**src/rtl/complex_acc.sv**
```systemverilog
// complex_acc: frame integrator for signed complex products with dump pulse.
// Optional COMPLEX_ACC_SAT_EN: saturating adds plus per-frame sticky out_sat.
module complex_acc #(
    parameter int IN_W    = 16,
    parameter int ACC_LEN = 8,
    parameter int ACC_W   = 20,
    parameter int CNT_W   = 8
) (
    input  logic             clk,
    input  logic             rst_n,
    input  logic             in_valid,
    input  logic [IN_W-1:0]  in_real,
    input  logic [IN_W-1:0]  in_imag,
    input  logic             flush,
    output logic [ACC_W-1:0] acc_real,
    output logic [ACC_W-1:0] acc_imag,
    output logic [CNT_W-1:0] out_count,
    output logic             out_valid,
    output logic             busy,
    output logic             out_sat
);

    typedef enum logic [1:0] {IDLE, ACCUM, DUMP} state_t;

    state_t           state, state_nx;
    logic [ACC_W-1:0] sum_re, sum_im, sum_re_nx, sum_im_nx;
    logic [ACC_W-1:0] ext_re, ext_im, add_re, add_im;
    logic [CNT_W-1:0] cnt, cnt_nx, cnt_inc;
    logic             sat, sat_nx, add_ovf;

    assign ext_re  = ACC_W'($signed(in_real));
    assign ext_im  = ACC_W'($signed(in_imag));
    assign cnt_inc = cnt + CNT_W'(1);
    assign busy    = (state != IDLE);

`ifdef COMPLEX_ACC_SAT_EN
    localparam logic [ACC_W-1:0] MAX_V = {1'b0, {(ACC_W-1){1'b1}}};
    localparam logic [ACC_W-1:0] MIN_V = {1'b1, {(ACC_W-1){1'b0}}};

    logic [ACC_W:0] full_re, full_im;
    logic           ovf_re, ovf_im;

    // One guard bit: overflow when it disagrees with the result sign
    assign full_re = {sum_re[ACC_W-1], sum_re} + {ext_re[ACC_W-1], ext_re};
    assign full_im = {sum_im[ACC_W-1], sum_im} + {ext_im[ACC_W-1], ext_im};
    assign ovf_re  = full_re[ACC_W] ^ full_re[ACC_W-1];
    assign ovf_im  = full_im[ACC_W] ^ full_im[ACC_W-1];
    assign add_re  = ovf_re ? (full_re[ACC_W] ? MIN_V : MAX_V)
                            : full_re[ACC_W-1:0];
    assign add_im  = ovf_im ? (full_im[ACC_W] ? MIN_V : MAX_V)
                            : full_im[ACC_W-1:0];
    assign add_ovf = ovf_re | ovf_im;
`else
    assign add_re  = sum_re + ext_re;
    assign add_im  = sum_im + ext_im;
    assign add_ovf = 1'b0;
`endif

    always_comb begin
        state_nx  = state;
        sum_re_nx = sum_re;
        sum_im_nx = sum_im;
        cnt_nx    = cnt;
        sat_nx    = sat;
        unique case (state)
            IDLE, DUMP: begin
                if (in_valid) begin
                    sum_re_nx = ext_re;
                    sum_im_nx = ext_im;
                    cnt_nx    = CNT_W'(1);
                    sat_nx    = 1'b0;
                    state_nx  = (ACC_LEN == 1 || flush) ? DUMP : ACCUM;
                end else if (state == DUMP) begin
                    sum_re_nx = '0;
                    sum_im_nx = '0;
                    cnt_nx    = '0;
                    sat_nx    = 1'b0;
                    state_nx  = IDLE;
                end
            end
            ACCUM: begin
                if (in_valid) begin
                    sum_re_nx = add_re;
                    sum_im_nx = add_im;
                    cnt_nx    = cnt_inc;
                    sat_nx    = sat | add_ovf;
                    if (cnt_inc == CNT_W'(ACC_LEN) || flush)
                        state_nx = DUMP;
                end else if (flush) begin
                    state_nx = DUMP;
                end
            end
            default: state_nx = IDLE;
        endcase
    end

    always_ff @(posedge clk) begin
        if (!rst_n) begin
            state     <= IDLE;
            sum_re    <= '0;
            sum_im    <= '0;
            cnt       <= '0;
            sat       <= 1'b0;
            acc_real  <= '0;
            acc_imag  <= '0;
            out_count <= '0;
            out_valid <= 1'b0;
        end else begin
            state     <= state_nx;
            sum_re    <= sum_re_nx;
            sum_im    <= sum_im_nx;
            cnt       <= cnt_nx;
            sat       <= sat_nx;
            out_valid <= (state == DUMP);
            if (state == DUMP) begin
                acc_real  <= sum_re;
                acc_imag  <= sum_im;
                out_count <= cnt;
            end
        end
    end

`ifdef COMPLEX_ACC_SAT_EN
    always_ff @(posedge clk) begin
        if (!rst_n)
            out_sat <= 1'b0;
        else if (state == DUMP)
            out_sat <= sat;
    end
`else
    assign out_sat = 1'b0;
`endif

endmodule

```
**config.mk**
```make
export PLATFORM = sky130hd
export DESIGN_NAME = complex_acc
export DESIGN_NICKNAME = d
export VERILOG_FILES = /design/src/rtl/complex_acc.sv
export SDC_FILE = /design/constraint.sdc
export NUM_CORES = 1
export LEC_CHECK = 0
export ABC_AREA = 1
export CAP_MARGIN = 20
export CELL_PAD_IN_SITES_DETAIL_PLACEMENT = 0
export CELL_PAD_IN_SITES_GLOBAL_PLACEMENT = 1
export CORE_MARGIN = 2
export CORE_UTILIZATION = 39
export CTS_CLUSTER_DIAMETER = 120
export DETAILED_ROUTE_END_ITERATION = 8
export PLACE_DENSITY = 0.83
export SLEW_MARGIN = 15
export SYNTH_ARGS = -nofsm -noshare
export SYNTH_HDL_FRONTEND = slang
export SYNTH_SLANG_ARGS = --single-unit
```
**constraint.sdc**
```tcl
create_clock -name clk -period 2.4 [get_ports clk]
set_input_delay 0.24 -clock clk [delete_from_list [all_inputs] [get_ports clk]]
set_output_delay 0.24 -clock clk [all_outputs]
set_load 0.03 [all_outputs]
```
=== Yosys cells after proc, flatten, opt, wreduce, memory -nomap -nowiden ===
Index checks and enable logic that the tools add are counted.
Widths: inputs -> output; s select.

* Eq/ne operators: 7
* Multiplexer cells: 18
* Add/sub/neg operators: 3
* Reduce and logical (&&, ||, !) cells: 7

{| class="wikitable"
|+ Operators with widths
! operator !! number
|-
| $mux 20 || 5
|-
| $pmux 20 s2 || 2
|-
| $add 20x20->20 || 2
|-
| $mux 8 || 3
|-
| $pmux 8 s2 || 1
|-
| $mux 2 || 6
|-
| $ne 3x3->1 const B || 3
|-
| $add 8x1->8 const B || 1
|-
| $eq 8x4->1 const B || 1
|-
| $reduce_and 3->1 || 2
|-
| $pmux 2 s2 || 1
|-
| $reduce_bool 2->1 || 2
|-
| $eq 2x1->1 const B || 1
|-
| $eq 2x2->1 const B || 1
|-
| $logic_not 2->1 || 1
|-
| $ne 2x2->1 const B || 1
|-
| $reduce_or 2->1 || 1
|-
| $logic_or 1x1->1 || 1
|}

* Bits of input ports: 36
* Output and inout port bits: 51
* Register bits after elaboration: 99

=== Logic depth before layout (Yosys ltp) ===
* Depth in word-level cells: 6
* Mapped depth: 13
* Depth with buffers taken out: 13

=== Least setup slack after synthesis ===
OpenSTA, ideal clock, no wires.

* Path type: reg-to-reg
* From: reg sum_im[0]
* To: reg sum_im[16]
* Arrival time: 1.589 ns
* Cell stages (with the launch flop): 14
* Required time: 2.282 ns
* Library setup time: 0.118 ns
* Period minus slack after synthesis: 1.708 ns
* Setup slack: 0.692 ns
* Cell sequence: dfxtp_1 > ha_1 > inv_1 > fa_1 > inv_1 > nand3_1 > nand3_1 > nand2_1 > nand2_1 > nand2_1 > nand2_1 > nand2_1 > nand3_1 > a21oi_1

* Longest elaborated chain between the ends: 3

{| class="wikitable"
|+ RTL lines
! element !! line !! source
|-
| start: declaration || 26 || <nowiki>logic [ACC_W-1:0] sum_re, sum_im, sum_re_nx, sum_im_nx;</nowiki>
|-
| start signal: assignment || 111 || <nowiki>sum_im <= sum_im_nx;</nowiki>
|-
| $add 20x20->20 || 55 || <nowiki>assign add_im = sum_im + ext_im;</nowiki>
|-
| $mux 20 || 82 || <nowiki>if (in_valid) begin</nowiki>
|-
| $pmux 20 s2 || 65 || <nowiki>unique case (state)</nowiki>
|}

Every way passes these cells. The select of a mux whose other input is x is not followed.
A chain may end at the register's enable or synchronous reset.

=== Worst setup path in the final report ===
Same ends and word-level chain as after synthesis.

==> reports/metrics.cfg <==
[run_status]
status = finished clean

[place]
dp.cells = 1278
post-place-ws_ns = 0.05649
io_buffers = 85
hpwlAfterDp_um = 12580
place_area_um2 = 7367
gp_congestion = 0.8552

[sta]
final_hold_viol_count = 0
tns_ns = 0
timing.hold.ws_ns = 0.3268
fin_worst_skew_ns = 0.01034
slew_headroom = 0.6354
drv_slew = 0
period_needed_ns = 1.991
setup_viol = 0
setup_ws_ns = 0.4093
rsz0062_at_grt = false
clock.fmax_mhz = 502.3
worst_pin_slew_ns = 0.5469
min_period_over_period = 0.8295

[synth]
post_synth_main_area_contributors = dfxtp_1, nand2_1, nor2_1, ha_1, o21ai_0
avgSynthCellArea_um2 = 6.321
synth_seq_area_share = 0.3142
synth_cells = 998
synth_top_area_frac = 0.3142
ys.flop_type = dfxtp_1
yosysUniqueCellTypes = 31
async_flop_share = 0
synth_top_area_cell = dfxtp_1
yosysWarnings = 0
syn_area_um2 = 6309
synth-edff-count = 0
synth_fp_nets = 1076
yosys_register_bits = 99

[die]
fp.dieW_um = 131.2
rows = 46
dieArea_um2 = 17210
die_h_um = 131.2
initial_core_util = 0.3986
num_io_pins = 87
coreArea_um2 = 15830

[power_and_ir_drop]
p_switching_mw = 1.570
swShare = 0.3397
p_leak_nw = 3.720
seqPwrFrac = 0.399
ir_drop_v = 0.0003177
power_density_nw_per_um2 = 603.6
power_mw = 4.623
power_frac_clock = 0.322
intPower_mw = 3.053
p_comb_frac = 0.279

[routing]
wl_per_cell_um = 13.56
drc = 0
drt_wl_total_um = 17540
ant_nets = 0
drt_iter0_drc = 357
vias_per_cell = 4.857
num_vias = 6280
firstDrtPassIters = 5

[run]
cap_violations = 0

[setup_path]
end_kind = flop
critical_path.cell_chain = ha_1 -> inv_1 -> fa_1 -> inv_1 -> nand3_1 -> nand3_1 -> nand2_1 -> nand2_1 -> nand2_1 -> nand3b_1 -> nand3_1 -> a21oi_1
critPathLaunchType = flop
crit_arrival_ns = 2.28
worstSetupPathType = reg -> reg
r2r_start = sum_im[0]
crit_required_ns = 2.69
cp_max_fo = 4
cpPeakStageDelay_ns = 0.37
crit_path_start = sum_im[0]
crit_slowest_cell = fa_1

[layout]
final_nets = 1151
multi_input_area_um2 = 3742
num_antenna_cells = 0
final-seq-area_um2 = 1982
drive_above_1_share = 0.04085
instances_no_fill = 1293
final_util = 0.4839
syn_to_final_growth_pct = 21.40
final_area_um2 = 7659
fillers = 1675

[clock_tree]
post_cts_buffers = 0
clk_latency_ns = 0.36
ctsHoldBuffers = 0
cts-root-buf = clkbuf_16
cts_buffers = 9
htree_num_levels = 3
cts_tree = built
clkTransAtPathRegs_ns = 0.07
cts_resized = 0
clock_path_buffers = 2
cts_sinks = 99

[global_route]
grt_max_degree = 68
grt_remaining_overflow = 0
grt_pass1_vias = 6029
grt_use_total = 0.2083
grt_first_pass_wirelength_um = 29700
antenna_found_initial = 0

[min_path]
hp-class = in -> reg
min_from = rst_n

==> registers in the layout, indices dropped and copies added (netlist names) <==
register,flops
acc_imag,20
cnt,8
acc_real,20
state,2
sum_im,20
sum_re,20
out_count,8
out_valid,1
==> cell families after synthesis <==
kind of cell | count (synthesis) | share of synthesized area
fa+ha+maj | 42 | 0.08568
other cells | 1 | 0.0005944
simple gates | 508 | 0.3336
buf+inv | 146 | 0.09262
xor+xnor | 14 | 0.01944
flops | 99 | 0.3142
compound gates | 188 | 0.1539
==> worst paths after layout <==
path	cells past startpoint	slack, ns	endpoint
max	12	0.41	sum_im[16]
min	3	0.33	sum_re[0]
max reg2reg	12	0.41	sum_im[16]
min reg2reg	2	0.51	cnt[7]
==> power groups by stage <==
| stage | Combinational (mW) | Clock (mW) | Sequential, mW |
|---|---|---|---|
| final | 1.29 | 1.49 | 1.84 |
| after global routing | 1.46 | 1.58 | 1.86 |
| after CTS | 1.30 | 1.53 | 1.84 |
| after detailed placement | 1.29 | 0 | 1.88 |
| after global placement | 1.29 | 0 | 1.88 |
| after floorplan | 0.813 | 0 | 1.95 |
==> Yosys cell counts, types with 3 or more instances <==
| master | instances |
|---|---|
| dfxtp_1 | 99 |
| or2_2 | 3 |
| and2_1 | 5 |
| nor3_1 | 4 |
| a31oi_1 | 14 |
| a21oi_1 | 70 |
| nand3_1 | 58 |
| o21ai_0 | 88 |
| xnor2_1 | 3 |
| nor2_1 | 138 |
| o21ai_1 | 10 |
| inv_2 | 6 |
| inv_1 | 107 |
| clkbuf_1 | 18 |
| o21bai_1 | 4 |
| nand2_1 | 276 |
| ha_1 | 40 |
| buf_2 | 8 |
| nor2_4 | 4 |
| buf_4 | 3 |
| nand3b_1 | 10 |
| nand4_1 | 6 |
| xor2_1 | 11 |
==> routing by layer <==
metal	wire length, um	global-route usage	up-vias
li1	-	-	3373
met1	8613	0.2796	2800
met2	8004	0.3439	88
met3	590	0.03048	19
met4	326	0.06944	0
met5	0	0	-
==> cells in the final DEF, fill, tap and decap left out, types with 11 or more instances in the layout <==
cell type / synthesis / routed
buf_4: 3 / 11
inv_1: 107 / 107
o21ai_0: 88 / 88
clkdlybuf4s50_1: 0 / 84
ha_1: 40 / 40
nor2_1: 138 / 138
xor2_1: 11 / 11
a21oi_1: 70 / 70
a31oi_1: 14 / 14
dfxtp_1: 99 / 99
nand3_1: 58 / 58
nand2_1: 276 / 276
==> critical path, delay by kind of cell (launching register included) <==
kind | cells | cell delay, ns
adders and majority gates | 2 | 0.58
AOI/OAI and AO/OA | 1 | 0.13
DFF | 1 | 0.36
and+or+nand+nor | 7 | 0.66
buffers and inverters | 2 | 0.20
==> final cells by class <==
class                   instances  area share
clock buffers                  10     0.02990
clock inverters                 5    0.008169
inverters                     113     0.05538
multi-input cells             753      0.4886
flip-flops and latches         99      0.2588
well taps                     216     0.03529
repair buffers                 97      0.1238
Power figures use the tool's default switching activity.
